<file path="config.mk">
export PLATFORM = sky130hd
export DESIGN_NAME = text_mem_arbiter
export DESIGN_NICKNAME = d
export VERILOG_FILES = /design/src/rtl/text_mem_pkg.sv /design/src/rtl/text_mem_starve_cnt.sv /design/src/rtl/text_mem_arbiter.sv
export SDC_FILE = /design/constraint.sdc
export NUM_CORES = 1
export LEC_CHECK = 0
export ABC_CLOCK_PERIOD_IN_PS = 2400
export CORE_MARGIN = 8
export CORE_UTILIZATION = 27
export CTS_CLUSTER_SIZE = 24
export DETAILED_ROUTE_END_ITERATION = 8
export HOLD_SLACK_MARGIN = 0.06
export PLACE_DENSITY = 0.89
export SLEW_MARGIN = 10
export SYNTH_ARGS = -nofsm -noshare
export SYNTH_HDL_FRONTEND = slang
export SYNTH_SLANG_ARGS = --single-unit
</file>
<file path="constraint.sdc">
create_clock -name clk -period 2.4 [get_ports clk]
set_clock_uncertainty 0.2 [all_clocks]
set_input_delay 0.36 -clock clk [delete_from_list [all_inputs] [get_ports clk]]
set_output_delay 0.36 -clock clk [all_outputs]
set_load 0.005 [all_outputs]
</file>
<file path="src/rtl/text_mem_pkg.sv">
// rtl/text_mem_pkg.sv - shared types for the text BRAM arbiter
package text_mem_pkg;

  localparam int XLEN = 32;

  typedef enum logic [1:0] {
    ST_RUN   = 2'd0,
    ST_DRAIN = 2'd1,
    ST_LOAD  = 2'd2
  } state_t;

  typedef enum logic [1:0] {
    OWN_NONE = 2'd0,
    OWN_IF   = 2'd1,
    OWN_LS   = 2'd2
  } owner_t;

endpackage

</file>
<file path="src/rtl/text_mem_starve_cnt.sv">
// rtl/text_mem_starve_cnt.sv - saturating count of consecutive denied load-store cycles
module text_mem_starve_cnt #(
  parameter int STARVE_LIMIT = 4
) (
  input  logic clk,
  input  logic rst,
  input  logic req,
  input  logic gnt,
  output logic at_limit
);

  localparam int CW = $clog2(STARVE_LIMIT + 1);
  localparam logic [CW-1:0] LIMIT = CW'(STARVE_LIMIT);

  logic [CW-1:0] cnt;

  always_ff @(posedge clk) begin
    if (rst) begin
      cnt <= '0;
    end else if (!req || gnt) begin
      cnt <= '0;
    end else if (cnt != LIMIT) begin
      cnt <= cnt + 1'b1;
    end
  end

  assign at_limit = (cnt == LIMIT);

endmodule

</file>
<file path="src/rtl/text_mem_arbiter.sv">
// rtl/text_mem_arbiter.sv - shares the single-port text BRAM between fetch, load-store reads and the loader
module text_mem_arbiter
  import text_mem_pkg::*;
#(
  parameter int ADDR_WIDTH   = 12,
  parameter int STARVE_LIMIT = 4,
  parameter int BOOT_LOAD    = 0
) (
  input  logic                  clk,
  input  logic                  rst,
  input  logic                  if_req,
  input  logic [ADDR_WIDTH-1:0] if_addr,
  output logic                  if_gnt,
  output logic                  if_valid,
  output logic [XLEN-1:0]       if_data,
  input  logic                  ls_req,
  input  logic [ADDR_WIDTH-1:0] ls_addr,
  output logic                  ls_gnt,
  output logic                  ls_valid,
  output logic [XLEN-1:0]       ls_data,
  input  logic                  ld_en,
  input  logic                  ld_we,
  input  logic [ADDR_WIDTH-1:0] ld_addr,
  input  logic [XLEN-1:0]       ld_wdata,
  output logic                  ld_ack,
  output logic [ADDR_WIDTH:0]   ld_words,
  output logic                  core_hold,
  output logic                  mem_en,
  output logic                  mem_we,
  output logic [ADDR_WIDTH-1:0] mem_addr,
  output logic [XLEN-1:0]       mem_wdata,
  input  logic [XLEN-1:0]       mem_rdata
);

  localparam state_t RESET_STATE = (BOOT_LOAD != 0) ? ST_LOAD : ST_RUN;
  localparam logic [ADDR_WIDTH:0] WORDS_FULL = {1'b1, {ADDR_WIDTH{1'b0}}};

  state_t state, next_state;
  owner_t owner;
  logic   starve_full;
  logic   ld_wr;

  text_mem_starve_cnt #(
    .STARVE_LIMIT(STARVE_LIMIT)
  ) u_starve (
    .clk     (clk),
    .rst     (rst),
    .req     (ls_req),
    .gnt     (ls_gnt),
    .at_limit(starve_full)
  );

  always_ff @(posedge clk) begin
    if (rst) begin
      state     <= RESET_STATE;
      owner     <= OWN_NONE;
      ld_ack    <= 1'b0;
      ld_words  <= '0;
      core_hold <= (BOOT_LOAD != 0);
    end else begin
      state     <= next_state;
      ld_ack    <= ld_wr;
      core_hold <= (next_state != ST_RUN);
      if (ls_gnt) begin
        owner <= OWN_LS;
      end else if (if_gnt) begin
        owner <= OWN_IF;
      end else begin
        owner <= OWN_NONE;
      end
      if (state != ST_LOAD && next_state == ST_LOAD) begin
        ld_words <= '0;
      end else if (ld_wr && ld_words != WORDS_FULL) begin
        ld_words <= ld_words + 1'b1;
      end
    end
  end

  // A read granted last cycle is still owed its VALID, so loader entry waits one cycle for it.
  always_comb begin
    next_state = state;
    if_gnt     = 1'b0;
    ls_gnt     = 1'b0;
    ld_wr      = 1'b0;
    case (state)
      ST_RUN: begin
        if (ld_en) begin
          next_state = (owner != OWN_NONE) ? ST_DRAIN : ST_LOAD;
        end else begin
          ls_gnt = ls_req && (!if_req || starve_full);
          if_gnt = if_req && !ls_gnt;
        end
      end
      ST_DRAIN: begin
        next_state = ST_LOAD;
      end
      ST_LOAD: begin
        ld_wr = ld_we;
        if (!ld_en) begin
          next_state = ST_RUN;
        end
      end
      default: begin
        next_state = ST_RUN;
      end
    endcase
  end

  assign mem_en    = if_gnt || ls_gnt || ld_wr;
  assign mem_we    = ld_wr;
  assign mem_addr  = ld_wr ? ld_addr : (ls_gnt ? ls_addr : if_addr);
  assign mem_wdata = ld_wdata;

  // A read in flight when reset arrives is dropped rather than delivered.
  assign if_valid = (owner == OWN_IF) && !rst;
  assign ls_valid = (owner == OWN_LS) && !rst;
  assign if_data  = if_valid ? mem_rdata : '0;
  assign ls_data  = ls_valid ? mem_rdata : '0;

endmodule

</file>
After elaboration in Yosys (flattened, before gate mapping):

Cells that the tools add are included.

* register bits: 22
* input bits: 106
* output and inout bits: 129
* logic and storage cells: 53

* add/sub/neg operators: 2
* eq/ne operators: 9
* mux-type cells: 15
* reduce and logical (&&, ||, !) cells: 20

Operators by type and width (number)
* $mux W32: 2
* $mux W12: 2
* $add A13 B1 Y13 const B: 1
* $ne A13 B13 Y1 const B: 1
* $mux W2: 4
* $eq A2 B2 Y1 const B: 3
* $logic_and A1 B1 Y1: 6
* $mux W1: 6
* $pmux W2 S3: 1
* $reduce_or A2 Y1: 3
* $eq A2 B1 Y1 const B: 2
* $logic_not A1 Y1: 4
* $logic_or A1 B1 Y1: 4
* $reduce_bool A2 Y1: 2
* $add A3 B1 Y3 const B: 1
* $eq A3 B3 Y1 const B: 1
* $ne A3 B3 Y1 const B: 1
* $logic_not A2 Y1: 1
* $ne A2 B2 Y1 const B: 1

Depth between registers and ports, before layout:

* word-level depth: 9
* depth in mapped cells: 7

Modules after synthesis:

From an unflattened synthesis, not the netlist that was laid out.

* cell total of the unflattened synthesis: 266
* area total of the unflattened synthesis: 2054.5 sq um

Modules (own cells, without submodules)
* text_mem_arbiter: instances 1, cells each 248, area an instance 1884.3 sq um, sequential area each 380.4 sq um
* text_mem_starve_cnt: instances 1, cells each 18, area an instance 170.2 sq um, sequential area each 60.1 sq um

Worst setup path after synthesis:

OpenSTA, ideal clock, no wires.

* path kind: register to output
* from: register u_starve.cnt[0]
* to: output port mem_addr[10]
* arrival: 1433 ps
* data required time: 1840 ps
* setup slack: 407 ps
* stages on the path, launching flop included: 8
* cell sequence: dfxtp_1 inv_1 ha_1 a21bo_2 nand3_2 buf_6 mux2i_1 o21ai_1

* cells in the longest elaborated chain, start to end: 7

Ends and longest elaborated chain
* start: declaration: line text_mem_starve_cnt.sv:15 `logic [CW-1:0] cnt;`
* start signal: assignment: line text_mem_starve_cnt.sv:23 `cnt <= cnt + 1'b1;`
* $eq A3 B3 Y1: line text_mem_starve_cnt.sv:27 `assign at_limit = (cnt == LIMIT);`
* $logic_or A1 B1 Y1: line text_mem_arbiter.sv:90 `ls_gnt = ls_req && (!if_req || starve_full);`
* $logic_and A1 B1 Y1: line text_mem_arbiter.sv:90
* $mux W1: line text_mem_arbiter.sv:87 `if (ld_en) begin`
* $mux W1: line text_mem_arbiter.sv:85 `case (state)`
* $mux W12 (2 in series): line text_mem_arbiter.sv:111 `assign mem_addr = ld_wr ? ld_addr : (ls_gnt ? ls_addr : if_addr);`
* end: declaration: line text_mem_arbiter.sv:30 `output logic [ADDR_WIDTH-1:0] mem_addr,`

Every way passes these cells.

Worst setup path after layout:

* from: register u_starve.cnt[1]
* to: output port mem_addr[7]

Same word-level chain as after synthesis.

==> reports/metrics.cfg <==
[outcome]
outcome=finished clean

[placed_design]
dp_hpwl_microns=7083
place_congestion=0.8082
io_buffers=170
dp.cells=501

[worst_setup_path]
r2r_cells=7
cp_slowest_stage_delay_ns=0.33
endpoint=mem_addr[7]
rr_endpoint=ld_words[12]
critPathLaunchType=flip-flop
cp_common_cell=buf_6
worstSetupPathDepth=10
path_class=reg2out
crit_chain=inv_1, ha_2, a21bo_2, nand3_2, buf_6, buf_12, buf_6, mux2i_1, o21ai_1, buf_2
critPathMaxFanout=4
crit_family=buffers and inverters
worst-endpoint-arrival_ns=1.79
end_kind=primary output
worst-path-buf-inv=5
cpMaxStageDelayCell=dfxtp_2
crit_path_start=u_starve.cnt[1]
r2r-start=state[1]
reg2reg_slack_ns=0.48
required_ns=1.84

[layout]
final_core_util_pct=55.77
fin_nets=534
n_fill_cell=640
layout-drive-gt1-share_pct=13.95
area_delta_synth_final_pct=103.0
fin_cells=523

[detailed_routing]
dr.pass1.iters=4
drc=0
wl_microns=8782
routed_via_density=4.560
ant_nets=0
routed-via-count=2385
wl_per_cell_microns=16.79
drtIter0Drc=65

[floorplan]
core-area_sq_um=7137
start_util_pct=27.47
io_pins=235
fp.dieW_microns=101.2
rows=31
die_h_microns=101.2
design.die.area_sq_um=10240

[synth]
synth.distinct_cells=39
synth_edf_count=0
ys_warn_count=0
ys_ff_latch=22
yosysMostFrequentCell=and2_1
synth_top_area_cell=dfxtp_1
syn-num-nets=372
netlist_area_sq_um=1961
async_reset_ff_share_pct=0
synth_cells=262
ys_dominant_reg_cell=dfxtp_1
synthTopCellsByArea=dfxtp_1, and2_1, buf_4
synth_area_per_cell_sq_um=7.483
synth_top_area_share_pct=22.46
ys_seq_area_share_pct=22.46
netlist_top_cells_count=and2_1, buf_4, dfxtp_1

[timing]
timing_hold_violations_final=0
setup_tns_ns=0
worst_slew_pin_slew_ns=0.4194
timing.hold.ws_ns=0.2943
maxSlewViolCount=0
slew_headroom_pct=72.04
final-setup-viol-count=0
fmax_mhz=425.8
period_minus_slack_ns=2.348
finalCritPeriodShare_pct=97.85

[global_routing]
antenna_found_initial=1
grt_max_degree=29
grt_usage_pct=15.29
grt_pass1_wl_microns=12520
grt_pass1_vias=2510
grt_overflow_total=0

[run]
max_cap_violations=0

[clocking]
insertion_delay_ns=0.26
htreeDepth=1
cts-buffers-inserted=3
cts_buffer_depth=2
cts_num_sinks=22
clk_pin_slew_ns=0.08
cts_tree=yes
cts-root-buf=clkbuf_8

[pwr]
total_power_uw=1060
leakage_uw=0.001978
irDropWorstVdd_mv=0.1929
powerDensity_nw_per_um2=266.4

[min_path]
hp-class=in2reg

==> power by group <==
part	switching, uW	internal (uW)
registers	6.46	371
logic	114	221
clock network	126	223
total	246	814
==> worst register-to-register path: cells and delay by family (launching register included) <==
family	cells	cell delay (ns)
buffers and inverters	3	0.41
AO/OA/AOI/OAI	1	0.18
AND/OR/NAND/NOR	3	0.69
flip-flops	1	0.38
==> worst min path at each step <==
stage / start / endpoint / slack [ns] / cells after the start
CTS: u_starve.cnt[1] / u_starve.cnt[1] / 0.30 / 2
floorplan: u_starve.cnt[1] / u_starve.cnt[1] / 0.26 / 2
detailed placement: u_starve.cnt[1] / u_starve.cnt[1] / 0.31 / 2
global placement: ld_words[12] / ld_words[12] / 0.27 / 2
global route: if_req / owner[0] / 0.32 / 4
finish: rst / owner[0] / 0.29 / 3
==> placed cells by master (no fill, tap or decap), types with 3 or more instances in the layout <==
master / instances
buf_12: 3
nand4_1: 4
and2_1: 66
clkdlybuf4s50_1: 133
ha_1: 3
dlymetal6s2s_1: 22
inv_1: 8
or3_1: 4
nor4b_1: 4
nand3_1: 7
nand2_1: 19
o21ai_0: 8
o21ai_1: 7
buf_6: 5
buf_4: 19
clkdlybuf4s15_1: 5
dfxtp_1: 18
nor2_1: 15
mux2i_1: 12
xor2_1: 6
clkbuf_2: 7
clkbuf_8: 3
clkbuf_16: 3
a21oi_1: 6
==> stage by stage <==
stage                     instance area [sq um]  setup slack, ns
final                                      3980          0.05153
after global routing                       3980         -0.02479
after CTS                                  3764          -0.1056
after detailed placement                   3630          -0.5688
after global placement                     3630          -0.3839
after floorplan                            1961           0.4072
==> final cells by class <==
type,count,area [sq um],area share [%]
repair inverters,1,8.758,0.2201
clock inverters,1,30.03,0.7545
diodes,1,2.502,0.06287
inverters,9,46.29,1.163
well taps,99,123.9,3.112
repair buffers,200,2048,51.46
multi-input cells,187,1229,30.87
clock buffers,3,41.29,1.037
flip-flops and latches,22,450.4,11.32
==> state kept, by name (all words and copies together) (netlist names) <==
name	flops
core_hold	1
ld_ack	1
ld_words	13
owner	2
state	2
u_starve.cnt	3
==> cells by family (layout without fill, tap and decap cells) <==
logic type	after synthesis	after routing	share of synthesized area, %
simple gates	135	135	40.20
buf+inv	53	214	16.91
compound gates	27	27	7.658
flops	22	22	22.46
mux	13	13	6.637
xor+xnor	8	8	3.574
fa+ha+maj	4	4	2.553
other cells	0	1	0
==> repair_timing <==
item,CTS,global route
resized for setup,38,41
setup buffers,4,9
pin swaps,2,6
gates cloned,0,4
endpoints found under the setup margin,82,65
hold buffers,0,0
==> routing by layer <==
| metal | track usage [%] | wire [microns] | share of wire [%] | up-vias |
|---|---|---|---|---|
| li1 | - | - | - | 1153 |
| met1 | 12.88 | 2911 | 33 | 1102 |
| met2 | 30.36 | 4819 | 55 | 124 |
| met3 | 8.729 | 1010 | 12 | 6 |
| met4 | 2.405 | 40 | 0.46 | 0 |
| met5 | 0 | 0 | 0 | - |
Note: power is estimated with default switching activity, not from simulation.
